### config.mk
export PLATFORM = sky130hd
export DESIGN_NAME = muldiv_unit
export DESIGN_NICKNAME = d
export VERILOG_FILES = /design/src/rtl/muldiv_unit.sv
export SDC_FILE = /design/constraint.sdc
export NUM_CORES = 1
export LEC_CHECK = 0
export ABC_AREA = 1
export CORE_ASPECT_RATIO = 2
export CORE_UTILIZATION = 56
export DETAILED_ROUTE_END_ITERATION = 10
export GPL_ROUTABILITY_DRIVEN = 0
export MAX_ROUTING_LAYER = met4
export PLACE_DENSITY = 0.83
export SYNTH_ARGS = -nofsm -noshare
export SYNTH_HDL_FRONTEND = slang
export SYNTH_SLANG_ARGS = --single-unit
### constraint.sdc
create_clock -name clk -period 2.93 [get_ports clk]
set_input_delay 0.293 -clock clk [delete_from_list [all_inputs] [get_ports clk]]
set_output_delay 0.293 -clock clk [all_outputs]
set_load 0.05 [all_outputs]
### src/rtl/muldiv_unit.sv
// Iterative MIPS multiply/divide unit with HI/LO registers.
// Radix-2 shift-add multiply and restoring divide, one bit per cycle.
module muldiv_unit #(
  parameter int WIDTH = 32
) (
  input  logic             clk,
  input  logic             reset,
  input  logic             start,
  input  logic [2:0]       op,
  input  logic [WIDTH-1:0] a,
  input  logic [WIDTH-1:0] b,
  input  logic             flush,
  output logic             busy,
  output logic             done,
  output logic [WIDTH-1:0] hi,
  output logic [WIDTH-1:0] lo
);

  localparam int CW = $clog2(WIDTH);

  typedef enum logic [1:0] {IDLE, PREP, RUN, FIX} state_t;

  state_t                 state, state_nxt;
  logic [CW-1:0]          cnt;
  logic                   div_q, sgn_q, neg_q, rneg_q;
  logic [WIDTH-1:0]       a_q, b_q, opa, opb;
  logic [2*WIDTH-1:0]     acc;
  logic signed [WIDTH-1:0] a_s, b_s;
  logic                   a_neg, b_neg;
  logic [WIDTH:0]         mul_sum, div_shift, div_diff;
  logic                   div_ge;
  logic [WIDTH-1:0]       fix_hi, fix_lo;

  function automatic logic [WIDTH-1:0] cond_neg(input logic [WIDTH-1:0] x, input logic n);
    return n ? (~x + WIDTH'(1)) : x;
  endfunction

  function automatic logic [2*WIDTH-1:0] cond_neg2(input logic [2*WIDTH-1:0] x, input logic n);
    return n ? (~x + (2*WIDTH)'(1)) : x;
  endfunction

  assign busy  = (state != IDLE);
  assign a_s   = a_q;
  assign b_s   = b_q;
  assign a_neg = sgn_q && (a_s < 0);
  assign b_neg = sgn_q && (b_s < 0);

  always_ff @(posedge clk or negedge reset) begin
    if (!reset) state <= IDLE;
    else        state <= state_nxt;
  end

  always_comb begin
    state_nxt = state;
    case (state)
      IDLE: if (!flush && start && !op[2]) state_nxt = PREP;
      PREP: state_nxt = flush ? IDLE : RUN;
      RUN:  if (flush) state_nxt = IDLE;
            else if (cnt == CW'(WIDTH-1)) state_nxt = FIX;
      FIX:  state_nxt = IDLE;
      default: state_nxt = IDLE;
    endcase
  end

  // Multiply step: add multiplicand into the upper half, then shift the whole product right.
  // Divide step: bring the next dividend bit into the partial remainder and trial-subtract.
  always_comb begin
    mul_sum   = {1'b0, acc[2*WIDTH-1:WIDTH]} + (opb[0] ? {1'b0, opa} : '0);
    div_shift = {acc[2*WIDTH-1:WIDTH], opa[WIDTH-1]};
    div_ge    = (div_shift >= {1'b0, opb});
    div_diff  = div_shift - {1'b0, opb};
  end

  // Sign correction; a zero divisor bypasses it and returns the raw dividend.
  always_comb begin
    fix_hi = '0;
    fix_lo = '0;
    if (div_q) begin
      if (b_q == '0) begin
        fix_hi = a_q;
        fix_lo = '1;
      end else begin
        fix_hi = cond_neg(acc[2*WIDTH-1:WIDTH], rneg_q);
        fix_lo = cond_neg(acc[WIDTH-1:0], neg_q);
      end
    end else begin
      {fix_hi, fix_lo} = cond_neg2(acc, neg_q);
    end
  end

  always_ff @(posedge clk or negedge reset) begin
    if (!reset) begin
      done   <= 1'b0;
      hi     <= '0;
      lo     <= '0;
      cnt    <= '0;
      div_q  <= 1'b0;
      sgn_q  <= 1'b0;
      neg_q  <= 1'b0;
      rneg_q <= 1'b0;
      a_q    <= '0;
      b_q    <= '0;
      opa    <= '0;
      opb    <= '0;
      acc    <= '0;
    end else begin
      done <= 1'b0;
      case (state)
        IDLE: begin
          if (!flush && start) begin
            if (!op[2]) begin
              a_q   <= a;
              b_q   <= b;
              div_q <= op[1];
              sgn_q <= ~op[0];
            end else if (op[1:0] == 2'b00) begin
              hi <= a;
            end else if (op[1:0] == 2'b01) begin
              lo <= a;
            end
          end
        end
        PREP: begin
          opa    <= cond_neg(a_q, a_neg);
          opb    <= cond_neg(b_q, b_neg);
          neg_q  <= a_neg ^ b_neg;
          rneg_q <= a_neg;
          acc    <= '0;
          cnt    <= '0;
        end
        RUN: begin
          cnt <= cnt + CW'(1);
          if (div_q) begin
            acc <= {(div_ge ? div_diff[WIDTH-1:0] : div_shift[WIDTH-1:0]),
                    acc[WIDTH-2:0], div_ge};
            opa <= opa << 1;
          end else begin
            acc <= {mul_sum, acc[WIDTH-1:1]};
            opb <= opb >> 1;
          end
        end
        FIX: begin
          if (!flush) begin
            hi   <= fix_hi;
            lo   <= fix_lo;
            done <= 1'b1;
          end
        end
        default: ;
      endcase
    end
  end

endmodule

==> run metrics, run 1 <==
fraction of registers with async set/reset=100%; Commonest cells post-synth=nand2_1 (1041), nor2_1 (488), inv_1 (403); number of global-route vias before repair=~27000; Stopped at=global routing (5_1_grt); area share of and/or/nand/nor cells after synthesis=a little over a third; mux contribution to synthesized area=0.256%; Most used DFF post-synth=dfrtp_1; Cell Area, Placed=24200 um2; Die H=between 200 and 300 um; global-route wire length before repair=160000 um; H-tree depth=1; Synth Area in Adders=4.46%; pin count of the biggest net entering global routing=97; Syn Area/Cell=around 6.2 um2; Post-synth EDFFs=0; top post-synthesis cells by area=dfrtp_1 (31%), nand2_1 (18%), nor2_1 (8.3%); Err=[ERROR GRT-0116] Global routing finished with congestion. Check the congestion regions in the DRC Viewer.; Cell Area, Synth=22000 um2; Syn Nets=3674; Syn. warnings=0; Clock Path Buffers=3; GRT Util Overall=55.1%; CTS Sinks=268; Synth Instances=3526; number of port buffers=136; Num CTS Buffers=27; Yosys top cell by area=dfrtp_1; sequential area share after synthesis=30.6%; # rows=102; Initial Util=between 50% and 60%; Post-Place Cells=approximately 4100; #FFs+latches synth=~270; share of the synthesized area in the top cell type=30.6%; clk root buf=clkbuf_16; Distinct cells, synth=52; # IOs=137; chip width=142 um; total grt overflow=30; most common cell in the netlist=nand2_1; Synth Area in XOR/XNOR=3.31%; Detailed Place HPWL=~70000 um; main combinational cell family by area after synthesis=simple AND/OR/NAND/NOR gates; outcome=did not finish; area fraction in compound gates after synthesis=between 10% and 20%
through the flow:
| step | setup WS [ns] | hold slack (ns) |
|---|---|---|
| after floorplan | 0.340 | -0.00259 |
| after detailed placement | 0.311 | 0.282 |
| after CTS | 0.281 | 0.256 |
| after global placement | 0.316 | 0.277 |
logic make-up after synthesis:
logic type,Yosys count
mux,5
flops,268
fa+ha+maj,77
compound gates,632
buf+inv,545
simple gates,1916
xor+xnor,83
timing repair:
item,in CTS
endpoints found under the hold margin,60
buffers inserted,0
hold buffers,1
setup endpoints to repair,0
gates resized for setup,0
layer usage:
metal | overflow | track usage [%]
met1 | 0 | 50.7
met2 | 13 | 80.8
met3 | 1 | 25.1
met4 | 16 | 58.8
met5 | - | -
==> run 2, diff against run 1 <==
==> config.mk (replaced) <==
export PLATFORM = sky130hd
export DESIGN_NAME = muldiv_unit
export DESIGN_NICKNAME = d
export VERILOG_FILES = /design/src/rtl/muldiv_unit.sv
export SDC_FILE = /design/constraint.sdc
export NUM_CORES = 1
export LEC_CHECK = 0
export ABC_AREA = 1
export CORE_UTILIZATION = 40
export DETAILED_ROUTE_END_ITERATION = 10
export GPL_ROUTABILITY_DRIVEN = 0
export PLACE_DENSITY_LB_ADDON = 0.15
export SYNTH_ARGS = -nofsm -noshare
export SYNTH_HDL_FRONTEND = slang
export SYNTH_SLANG_ARGS = --single-unit
==> run metrics, run 2 <==
outcome=complete, no violations (was did not finish); Place WS=0.164 ns (was 0.311 ns); Fin Setup TNS=0 ns; buffer count from post-CTS setup fixing=0 (unchanged); die area=55800 um2; Distinct cells, synth=52 (unchanged); drt total wl=86900 um; max cap viols=0; Largest register FFs=64; Hold Violations, Final=0; fin cells=around 4400; Data required, critical path=3.35 ns; actual slew at the worst max-slew pin=between 0.6 and 0.7 ns; fraction of registers with async set/reset=100% (unchanged); CP Max Fanout=19; # IOs=137 (unchanged); share of the synthesized area in the top cell type=30.6% (unchanged); Initial Util=40.6% (was 56.8%); layout cells sized above 1=6.01%; startpoint types=flip-flop; Tmin final=2.74 ns; Synth Instances=3526 (unchanged); fraction of power spent switching nets=between 50% and 60%; Most used DFF post-synth=dfrtp_1 (unchanged); clk root buf=clkbuf_16 (unchanged); Antenna Nets Post-Route=0; Hold Crit Class=input port to async pin; chip width=236 um (was 142 um); Layout area overhead=16.8%; total grt overflow=0; fraction of power consumed by sequential logic=approximately 22%; Syn Area/Cell=6.23 um2 (unchanged); H-tree depth=2 (was 1); ant diodes=0; nets@finish=3818; wire length per cell=19.8 um; core area=roughly 54000 um2; Slew Limit Fails=0; number of global-route vias before repair=22100; Peak Freq=0.365 GHz; Post-Place Cells=4328 (was 4136); Pint=13.8 mW; crit path to=acc[51]; leakage=between 10 and 15 nW; Pwr Density=1200 nW/um2; r2r startpoint=opb[0]; Detailed Place HPWL=68400 um (was 70500 um); #FFs+latches synth=268 (unchanged); top post-synthesis cells by area=dfrtp_1 (31%), nand2_1 (18%), nor2_1 (8.3%) (unchanged); Post-synth EDFFs=0 (unchanged); # rows=85 (was 102); sequential area share after synthesis=30.6% (unchanged); fin crit share=93.5%; register-to-register setup slack=0.19 ns; pin count of the biggest net entering global routing=a little under 100; Clock Path Buffers=3 (unchanged); Crit Path Category=flip-flop to flip-flop; number of port buffers=136 (unchanged); sw power=17.1 mW; CTS Sinks=268 (unchanged); VDD IR max=0.599 mV; crit path launch=opb[0]; Syn Nets=3674 (unchanged); number of remaining DRC errors=0; slew margin rel.=53.4%; Syn. warnings=0 (unchanged); final worst slack=roughly 0.19 ns; Num CTS Buffers=35 (was 27); WP data arrival=3.16 ns; RSZ-0062 raised after global routing=no; most common cell in the netlist=nand2_1 (unchanged); Setup crit end kind=flip-flop; GRT Util Overall=31.0%; Vias=about 24000; drt first-iter violations=around 3000; Critical R2R Capture=acc[51]; CTS tree=built; clock network fraction of total power=14.0%; Cell Area, Synth=22000 um2 (unchanged); vias per inst=5.50; Top reg by flops=acc; worst skew pair latency=0.57 ns; most common cell after layout, fill and taps aside=nand2_1; Yosys top cell by area=dfrtp_1 (unchanged); R2R cell count=17; global-route wire length before repair=133000 um; setup violators final=0; Comb power frac=between 60% and 70%; initial antenna violation count=3; clk slew on worst S/H paths=roughly 0.060 ns; Clock Skew=0.0442 ns; TritonRoute pass-1 iters=6; Die H=236 um (was 282 um); Commonest cells post-synth=nand2_1 (1041), nor2_1 (488), inv_1 (403) (unchanged); highest-count cells in the layout ignoring fill and taps=nand2_1 (1040), nor2_1 (486), inv_1 (402)
## run 2: cell counts after synthesis
Identical to the previous run, type by type.
## run 2: power by group through the flow
stage | Clock [mW] | Sequential (mW) | Combinational (mW)
finish | 4.34 | 6.71 | 19.8
global route | 4.55 | 6.84 | 21.7
CTS | 4.40 | 6.66 | 19.3
detailed placement | 0 | 6.70 | 19.2
global placement | 0 | 6.70 | 19.2
floorplan | 0 | 7.71 | 11.4
## run 2: kinds of logic (layout without fill, tap and decap cells)
| kind of cell | count (synthesis) | in the layout | synth area share, % |
|---|---|---|---|
| flip-flops | 268 | 268 | 30.6 |
| adder cells (fa/ha/maj) | 77 | 77 | 4.46 |
| buffers and inverters | 545 | 711 | 9.74 |
| AND/OR/NAND/NOR | 1916 | 1916 | 36.1 |
| XOR/XNOR | 83 | 83 | 3.31 |
| multiplexers | 5 | 5 | 0.256 |
| AO/OA/AOI/OAI | 632 | 632 | 15.6 |
## run 2: how the worst min path moves through the flow
| stage | from | to | slack, ns | cells after the start |
|---|---|---|---|---|
| 2_1_floorplan | reset | a_q[0] | -0.003 | 0 |
| 6_report | reset | b_q[19] | 0.28 | 2 |
| 5_1_grt | b[1] | b_q[1] | 0.31 | 3 |
| 4_1_cts | b[2] | b_q[2] | 0.27 | 3 |
| 3_3_place_gp | reset | b_q[18] | 0.33 | 1 |
| 3_5_place_dp | reset | b_q[18] | 0.34 | 1 |
## run 2: worst max-delay path, stage by stage, from the launching register on
cell     delay [ns]
dfrtp_1        0.44
buf_12         0.18
buf_4          0.14
nand2_1        0.05
inv_1          0.04
ha_1           0.34
a21oi_1        0.26
o21ai_0        0.18
inv_1          0.09
nand3_1        0.21
nand2_1        0.13
nand2_1        0.08
nand2_1        0.06
nand2_1        0.04
o21ai_0        0.19
inv_1          0.07
nand2_1        0.05
nand2_1        0.05
## run 2: final cells by class
| cell class | instances | area, um2 |
|---|---|---|
| Sequential cell | 268 | 6710 |
| Clock buffer | 46 | 937 |
| Clock inverter | 13 | 200 |
| Tap cell | 696 | 871 |
| Timing Repair Buffer | 234 | 2210 |
| Inverter | 418 | 1570 |
| Multi-Input combinational cell | 2713 | 13100 |
| Fill cell | 5787 | 28400 |
## run 2: per-stage QoR
stage               cell area (um2)  util, %  hold slack [ns]  power (mW)
floorplan                     22000        -         -0.00259        19.1
global placement              24500     45.3            0.335        25.9
detailed placement            24500     45.3            0.341        25.9
CTS                           25600     47.4            0.273        30.3
global route                  25600     47.5            0.314        33.1
finish                        25600     47.5            0.276        30.9
## run 2: timing repair
action,4_1_cts,5_1_grt
endpoints found under the hold margin,71,0
endpoints found under the setup margin,0,27
hold buffers,1,0
resized for setup,0,6
## run 2: routing by layer
layer  track usage, %  vias to the layer above  share of wire [%]
li1                 -                    11700                  -
met4             9.17                        2                2.9
met1             46.6                    11200                 46
met3             6.07                      161                9.8
met5                0                        -              0.015
met2             44.2                     1094                 41
Power figures use the tool's default switching activity.
